**src/rtl/addr_recover_dsr_pkg.sv**
```systemverilog
// Shared constants and helpers for the DSR address calculator and its inverse.
package addr_dsr_pkg;
  localparam logic [7:0] DSR_BASE = 8'h80;
  localparam int         OFFSET_W = 8;
  localparam int         SUM_W    = 9;

  // Offset the forward calculator subtracts: (base - ptr) mod 256.
  function automatic logic [OFFSET_W-1:0] calc_offset(input logic [7:0] base,
                                                      input logic [7:0] ptr);
    return base - ptr;
  endfunction
endpackage

```
**src/rtl/addr_recover_dsr_pipe_stage.sv**
```systemverilog
// Generic valid/ready register slice; accepts whenever empty or draining.
module addr_pipe_stage
  import addr_dsr_pkg::*;
#(
  parameter int W = 8
) (
  input  logic         clk,
  input  logic         rst_n,
  input  logic         i_valid,
  output logic         o_ready,
  input  logic [W-1:0] i_data,
  output logic         o_valid,
  input  logic         i_ready,
  output logic [W-1:0] o_data
);
  logic         r_valid;
  logic [W-1:0] r_data;

  assign o_ready = !r_valid || i_ready;
  assign o_valid = r_valid;
  assign o_data  = r_data;

  // Load on a transfer, empty when the held entry leaves with nothing behind it.
  always_ff @(posedge clk) begin
    if (!rst_n) begin
      r_valid <= 1'b0;
      r_data  <= '0;
    end else if (o_ready) begin
      r_valid <= i_valid;
      if (i_valid) r_data <= i_data;
    end
  end
endmodule

```
**src/rtl/addr_recover_dsr.sv**
```systemverilog
// Inverse DSR address calculator: count -> address, with range flag and error tally.
module addr_recover_dsr
  import addr_dsr_pkg::*;
#(
  parameter logic [7:0] BASE = addr_dsr_pkg::DSR_BASE,
  parameter int         ERRW = 16
) (
  input  logic            clk,
  input  logic            rst_n,
  input  logic            in_valid,
  output logic            in_ready,
  input  logic [15:0]     count,
  input  logic [7:0]      ptr1,
  input  logic [7:0]      ptr2,
  input  logic [7:0]      b,
  input  logic            control,
  output logic            out_valid,
  input  logic            out_ready,
  output logic [7:0]      address,
  output logic            range_err,
  output logic [ERRW-1:0] err_count,
  input  logic            err_clr
);
  localparam int S1_W = 1 + SUM_W + 8;   // {hi_err, sum9, b}
  localparam int S2_W = 1 + 8;           // {range_err, address}

  logic [7:0]       w_ptr_sel;
  logic [7:0]       w_offset;
  logic [SUM_W-1:0] w_sum9;
  logic             w_hi_err;
  logic [S1_W-1:0]  w_s1_in, w_s1_q;
  logic             w_s1_valid, w_s2_ready;
  logic [SUM_W-1:0] w_addr9;
  logic [S2_W-1:0]  w_s2_in, w_s2_q;
  logic [ERRW-1:0]  r_err_cnt;

  // Stage 1 arithmetic: undo the offset; any bit above 8 is unreachable.
  assign w_ptr_sel = control ? ptr1 : ptr2;
  assign w_offset  = calc_offset(BASE, w_ptr_sel);
  assign w_sum9    = count[8:0] + {1'b0, w_offset};
  assign w_hi_err  = |count[15:9];
  assign w_s1_in   = {w_hi_err, w_sum9, b};

  addr_pipe_stage #(.W(S1_W)) u_s1 (
    .clk(clk), .rst_n(rst_n),
    .i_valid(in_valid), .o_ready(in_ready), .i_data(w_s1_in),
    .o_valid(w_s1_valid), .i_ready(w_s2_ready), .o_data(w_s1_q)
  );

  // Stage 2 arithmetic: remove b; a borrow into bit 8 means no 8-bit address fits.
  assign w_addr9 = w_s1_q[SUM_W+7:8] - {1'b0, w_s1_q[7:0]};
  assign w_s2_in = {w_s1_q[S1_W-1] | w_addr9[8], w_addr9[7:0]};

  addr_pipe_stage #(.W(S2_W)) u_s2 (
    .clk(clk), .rst_n(rst_n),
    .i_valid(w_s1_valid), .o_ready(w_s2_ready), .i_data(w_s2_in),
    .o_valid(out_valid), .i_ready(out_ready), .o_data(w_s2_q)
  );

  assign range_err = w_s2_q[S2_W-1];
  assign address   = w_s2_q[7:0];
  assign err_count = r_err_cnt;

  // Saturating tally of consumed error results; clear wins over increment.
  always_ff @(posedge clk) begin
    if (!rst_n)
      r_err_cnt <= '0;
    else if (err_clr)
      r_err_cnt <= '0;
    else if (out_valid && out_ready && range_err && (r_err_cnt != '1))
      r_err_cnt <= r_err_cnt + 1'b1;
  end
endmodule

```
**config.mk**
```make
export PLATFORM = sky130hd
export DESIGN_NAME = addr_recover_dsr
export DESIGN_NICKNAME = d
export VERILOG_FILES = /design/src/rtl/addr_recover_dsr_pkg.sv /design/src/rtl/addr_recover_dsr_pipe_stage.sv /design/src/rtl/addr_recover_dsr.sv
export SDC_FILE = /design/constraint.sdc
export NUM_CORES = 1
export LEC_CHECK = 0
export BUFFER_PORTS_ARGS = -buffer_cell sky130_fd_sc_hd__clkbuf_2
export CORE_MARGIN = 4
export CORE_UTILIZATION = 40
export CTS_CLUSTER_DIAMETER = 80
export CTS_CLUSTER_SIZE = 12
export DETAILED_ROUTE_END_ITERATION = 10
export HOLD_SLACK_MARGIN = 0.1
export SYNTH_ARGS = -nofsm -noshare
export SYNTH_HDL_FRONTEND = slang
export SYNTH_SLANG_ARGS = --single-unit
```
**constraint.sdc**
```tcl
create_clock -name clk -period 3.11 [get_ports clk]
set_clock_uncertainty 0.1 [all_clocks]
set_input_delay 0.622 -clock clk [delete_from_list [all_inputs] [get_ports clk]]
set_output_delay 0.622 -clock clk [all_outputs]
set_load 0.01 [all_outputs]
```
==> metrics.txt, run 1 <==
HPWL after detailed placement=roughly 5 mm; cell count after synthesis=338; Die Span X=93.2 um; HP Class=reg2reg; M1 WL=between 3 and 4 mm; GRT Overall Usage=0.150; Async SR Flop Fraction=0; leakage component of the power=about 1.5 nW; count of flip-flops with a built-in enable after synthesis=0; Routed met3 length=around 240 um; power density cells=roughly 400 nW/um2; clock insertion delay at the later pin of the skew report=~0.3 ns; die height=~93 um; footprint of the multi-input gates=around 1900 um2; mean number of vias per cell=between 5 and 6; detail-routed net length per standard cell=12.5 um; first-pass GRT wire length=around 11 mm; crit path DAT=2.72 ns; nets@finish=roughly 470; dominant register cell in the synthesized netlist=dfxtp_1; startpoint type of the worst setup path=input pin; number of different library cells in the post-synthesis netlist=55; clock tree from TritonCTS=built; diode insertion count for antenna repair=0; top routing layer in use=met4; Ys Warns=0; max-slew violation total from the final report=0; initial antenna violation count=0; CTS Root Cell=clkbuf_8; Post-route DRC=0; fill cell instance count of the final layout=roughly 710; clock-pin transition on the worst setup and hold timing paths=around 0.080 ns; Final ANT Viol Nets=0; quantity of gates resized following cts=0; RePlAce Congestion=between 0.8 and 0.9; min Tclk post-route=between 2 and 3 ns; Detailed Route Iter0 Violations=107; Final Hold Viols=0; # port buffers=72; via count of the first global-routing pass=~2400; wire length on met2=roughly 3 mm; share of the yosys chip area belonging to registers=0.310; clk sinks=45; number of max-capacitance violations reported=0; setup repair after global routing missed its margin=false; path type of the worst setup path=in2reg; maximum number of pins on one net before global-route repair=32; setup tns final=0 ns; upper clock frequency limit=about 390 MHz; vias=2567; top library cells by usage in the layout, fill and taps aside=clkbuf_2, dfxtp_1, nand2_1; total die area=8690 um2; number of synthesized register bits=45; highest ir drop seen on vdd=0.237 mV; sequential standard cell area=between 900 and 1000 um2; number of buffers on the longest clock path=2; average cell area after synthesis=about 8.6 um2; hold slack final=between 0.3 and 0.4 ns; Top Ports=73; Hold Buf Count CTS=0; number of buffers created by CTS=5; Worst Tran Pin Value=approximately 0.7 ns; endpoints failing setup=0; number of H-tree levels=2; total setup buffers inserted after CTS=0; mapped cell area=2910 um2; synthesis-to-finish area growth=18.2%; leading cell type in the layout, fill and taps excluded=clkbuf_2; capturing element type of the critical path=flop; final routed wirelength across all metal layers=6.33 mm; Post-Synthesis Net Count=404; residual overflow from global routing=0; Site Rows=30; status=finished, final reports clean; total core area=approximately 6900 um2; ratio of cells with drive above 1 in the final layout=0.247; final worst-path cycle share=0.835; initial cell density of the core=0.419; Pre-Repair DR Iteration Count=4; data required time of the critical path=3.23 ns; worst-case headroom to the max-slew limit=0.526; Max Fanout on Critical Path=11
[worst max-delay path, stage by stage]
cell	delay (ns)
clkbuf_2	0.14
buf_4	0.22
nor3b_1	0.20
o21ai_1	0.13
nand3b_4	0.20
xor2_1	0.16
ha_1	0.32
o21ai_0	0.23
nor2_1	0.08
o22ai_1	0.19
nand4_1	0.11
o211ai_1	0.12
[registers in the layout, indices dropped and copies added, names as in the netlist]
name,count
err_count,16
u_s1.o_data,18
u_s1.o_valid,1
u_s2.o_data,9
u_s2.o_valid,1
[metal layers]
layer	global-route usage	vias to the layer above
li1	-	1344
met1	0.191	1169
met2	0.258	47
met3	0.0274	7
met4	0.0403	0
met5	0	-
[synthesized netlist by cell type (all sizes together) (4+ instances only)]
cell type  instances  area share
inv               18       0.023
a21oi             12       0.022
a211oi             8       0.026
o211a              5       0.017
nor2b             13       0.028
o211ai             6       0.015
nand4             12       0.031
a31oi              4      0.0086
nand2             35       0.045
ha                18       0.077
clkbuf             8       0.010
xor2               8       0.024
o21ai             14       0.024
a21boi            12       0.031
mux2i              7       0.028
xnor2             14       0.042
nand3              7       0.012
o31ai              4       0.012
buf                6       0.014
dfxtp             45        0.31
nor2              27       0.035
nor3               7       0.012
nand3b             8       0.025
and3               4      0.0086
nor3b              4       0.016
[cell families (layout without fill, tap and decap cells)]
logic type,after synthesis,count (layout),share of synthesized area
buf+inv,32,103,0.0478
compound gates,78,78,0.198
mux,8,8,0.0319
xor+xnor,22,22,0.0663
flops,45,45,0.310
fa+ha+maj,20,20,0.0913
simple gates,133,133,0.255
[final cells by class]
cell class	count	share of cell area
clock buffers	6	0.0211
repair buffers	77	0.116
multi-input cells	261	0.543
clock inverters	2	0.00291
inverters	18	0.0197
flip-flops and latches	45	0.262
well taps	96	0.0350
[report_power, final]
group	total, mW	leakage (nW)	switching, mW	internal, mW
Sequential	0.634	0.368	0.0225	0.612
Combinational	0.390	1.06	0.206	0.184
Clock	0.352	0.0450	0.196	0.156
Total	1.38	1.47	0.424	0.952
[per-stage QoR]
step	util	worst slack (ns)	instances	power, mW	cell area [um2]
floorplan	-	0.506	338	0.932	2910
global placement	0.483	0.257	497	1.04	3350
CTS	0.495	0.499	505	1.39	3440
global route	0.495	0.286	505	1.48	3440
detailed placement	0.483	0.185	497	1.04	3350
finish	0.495	0.513	505	1.38	3440
[final timing paths]
check	depth (start not counted)	end	slack, ns	startpoint
setup / recovery	12	u_s1.o_data[15]	0.51	control
hold / removal	2	u_s1.o_data[8]	0.37	u_s1.o_data[8]
setup reg to reg	7	u_s2.o_data[7]	1.17	u_s1.o_data[1]
hold reg to reg	2	u_s1.o_data[8]	0.37	u_s1.o_data[8]
(Power assumes the default switching activity.)
==> run 2: changes to the inputs <==
clock period = 2.5 ns   (was 3.11 ns; I/O delays follow)
==> run 2 against run 1 <==
Effect of this change:
- flip-flop and latch count stayed put
- sequential share of layout area fell by 1.2 points
- utilization increased by 2.3 points
- routed wire length grew 1.5%
- worst hold slack lost 0.036 ns
- die area is the same
- power rose by 31%
- combinational power rose by 35%
- global-route usage up 0.098 points
- sequential power up 24%
- worst setup slack worse by 0.40 ns
- register-to-register slack lost 0.63 ns
- critical endpoint is now u_s1.o_data[14]
==> metrics.txt, run 2 (synthesized netlist as in run 1, its figures left out) <==
status=finished, final reports clean (unchanged); Final Non-Filler Cells=520 (was 505); path type of the worst setup path=in2reg (unchanged); min Tclk post-route=~2.4 ns; initial cell density of the core=0.419 (unchanged); number of H-tree levels=2 (unchanged); synthesis-to-finish area growth=23.7% (was 18.2%); total die area=8690 um2 (unchanged); number of buffers on the longest clock path=2 (unchanged); vias=2646 (was 2567); Worst Tran Pin Value=0.624 ns (was 0.712 ns); via count of the first global-routing pass=2552 (was 2425); clk sinks=45 (unchanged); residual overflow from global routing=0 (unchanged); cell area reported after detailed placement=3470 um2 (was 3350 um2); capturing element type of the critical path=flop (unchanged); fill cell instance count of the final layout=703 (was 706); total core area=6940 um2 (unchanged); final routed wirelength across all metal layers=6.42 mm (was 6.33 mm); Site Rows=30 (unchanged); worst-case headroom to the max-slew limit=0.583 (was 0.526); nets@finish=489 (was 474); first-pass GRT wire length=10.9 mm (was 10.7 mm); setup repair after global routing missed its margin=true (was false); data required time of the critical path=2.62 ns (was 3.23 ns); Final Hold Viols=0 (unchanged); number of max-capacitance violations reported=0 (unchanged); ratio of cells with drive above 1 in the final layout=0.288 (was 0.247); final worst-path cycle share=0.955; detail-routed net length per standard cell=12.3 um (was 12.5 um); highest ir drop seen on vdd=0.313 mV (was 0.237 mV); post-route cell area=3600 um2 (was 3440 um2); initial antenna violation count=0 (unchanged); Top Ports=73 (unchanged); clock-pin transition on the worst setup and hold timing paths=0.09 ns (was 0.08 ns); total setup buffers inserted after CTS=0 (unchanged); top library cells by usage in the layout, fill and taps aside=clkbuf_2, dfxtp_1, nand2_1 (unchanged); hold path depth=3 (was 2); launch point of the worst path=control (unchanged); reg-to-reg endpoint=u_s2.o_data[8] (was u_s2.o_data[7]); hold slack final=0.332 ns (was 0.368 ns); Pre-Repair DR Iteration Count=4 (unchanged); # port buffers=72 (unchanged); leading cell type in the layout, fill and taps excluded=clkbuf_2 (unchanged); maximum number of pins on one net before global-route repair=21 (was 32); die height=93.2 um (unchanged); placed instance count=512 (was 497); HPWL after detailed placement=5.19 mm (was 5.02 mm); Max Fanout on Critical Path=4 (was 11); Post-route DRC=0 (unchanged); clock tree from TritonCTS=built (unchanged); R2R depth=8 (was 7); endpoints failing setup=0 (unchanged); register-to-register setup slack=0.54 ns (was 1.17 ns); hold worst-path end=u_s1.o_data[0] (was u_s1.o_data[8]); startpoint of the most critical register-to-register path=u_s1.o_data[8] (was u_s1.o_data[1]); RePlAce Congestion=0.855 (was 0.863); mean number of vias per cell=5.09 (was 5.08); footprint of the multi-input gates=1890 um2 (was 1870 um2); leakage component of the power=1.56 nW (was 1.47 nW); Detailed Route Iter0 Violations=77 (was 107); max-slew violation total from the final report=0 (unchanged); Final ANT Viol Nets=0 (unchanged); startpoint type of the worst setup path=input pin (unchanged); max FFs per register=18 (unchanged); power density cells=502 nW/um2 (was 400 nW/um2); upper clock frequency limit=around 420 MHz; number of buffers created by CTS=5 (unchanged); clock insertion delay at the later pin of the skew report=0.29 ns (was 0.30 ns); overall power of the completed layout=1.80 mW (was 1.38 mW); Die Span X=93.2 um (unchanged); sequential standard cell area=901 um2 (unchanged); crit path DAT=2.51 ns (was 2.72 ns); Worst Hold Launch=b[0] (was u_s1.o_data[8]); HP Class=in2reg (was reg2reg); final core utilization=0.518 (was 0.495); CTS Root Cell=clkbuf_8 (unchanged); diode insertion count for antenna repair=0 (unchanged); GRT Overall Usage=0.151 (was 0.150)
run 2: what timing repair did:
item                       in CTS  in global routing
resized for setup               0                  7
setup endpoints to repair       0                  2
hold buffers                    0                  0
run 2: layout make-up:
cell class                      count  share of cell area
Inverter                           18              0.0188
Timing Repair Buffer               92               0.143
Multi-Input combinational cell    261               0.526
Clock buffer                        7              0.0268
Clock inverter                      1             0.00139
Sequential cell                    45               0.251
Tap cell                           96              0.0334
run 2: how the worst max path moves through the flow:
stage,endpoint,slack (ns)
2_1_floorplan,u_s1.o_data[15],0.02
3_3_place_gp,u_s1.o_data[15],-0.19
3_5_place_dp,u_s1.o_data[15],-0.29
4_1_cts,u_s1.o_data[15],0.04
5_1_grt,u_s1.o_data[16],-0.02
6_report,u_s1.o_data[14],0.11
run 2: per-layer routing:
metal | track usage | wire length [um] | up-vias
li1 | - | - | 1374
met1 | 0.185 | 2980 | 1223
met2 | 0.273 | 3170 | 47
met3 | 0.0314 | 253 | 2
met4 | 0.0256 | 19 | 0
met5 | 0 | 0 | -
run 2: through the flow:
stage	worst slack (ns)	TNS, ns
detailed placement	-0.293	-0.860
floorplan	0.0177	0
global route	-0.0211	-0.0405
finish	0.113	0
CTS	0.0357	0
global placement	-0.188	-0.557
run 2: power breakdown:
part	internal, mW	leakage (nW)	switching, mW
Clock	0.250	0.0542	0.238
Combinational	0.261	1.14	0.267
Sequential	0.761	0.368	0.0286
run 2: worst max-delay path, stage by stage:
cell and delay (ns):
clkbuf_2 0.16, mux2i_2 0.24, ha_1 0.19, buf_4 0.11
xor2_1 0.13, ha_1 0.25, nor2b_1 0.14, o31a_1 0.29
o21ai_0 0.26, nand4_1 0.13, o211ai_1 0.11
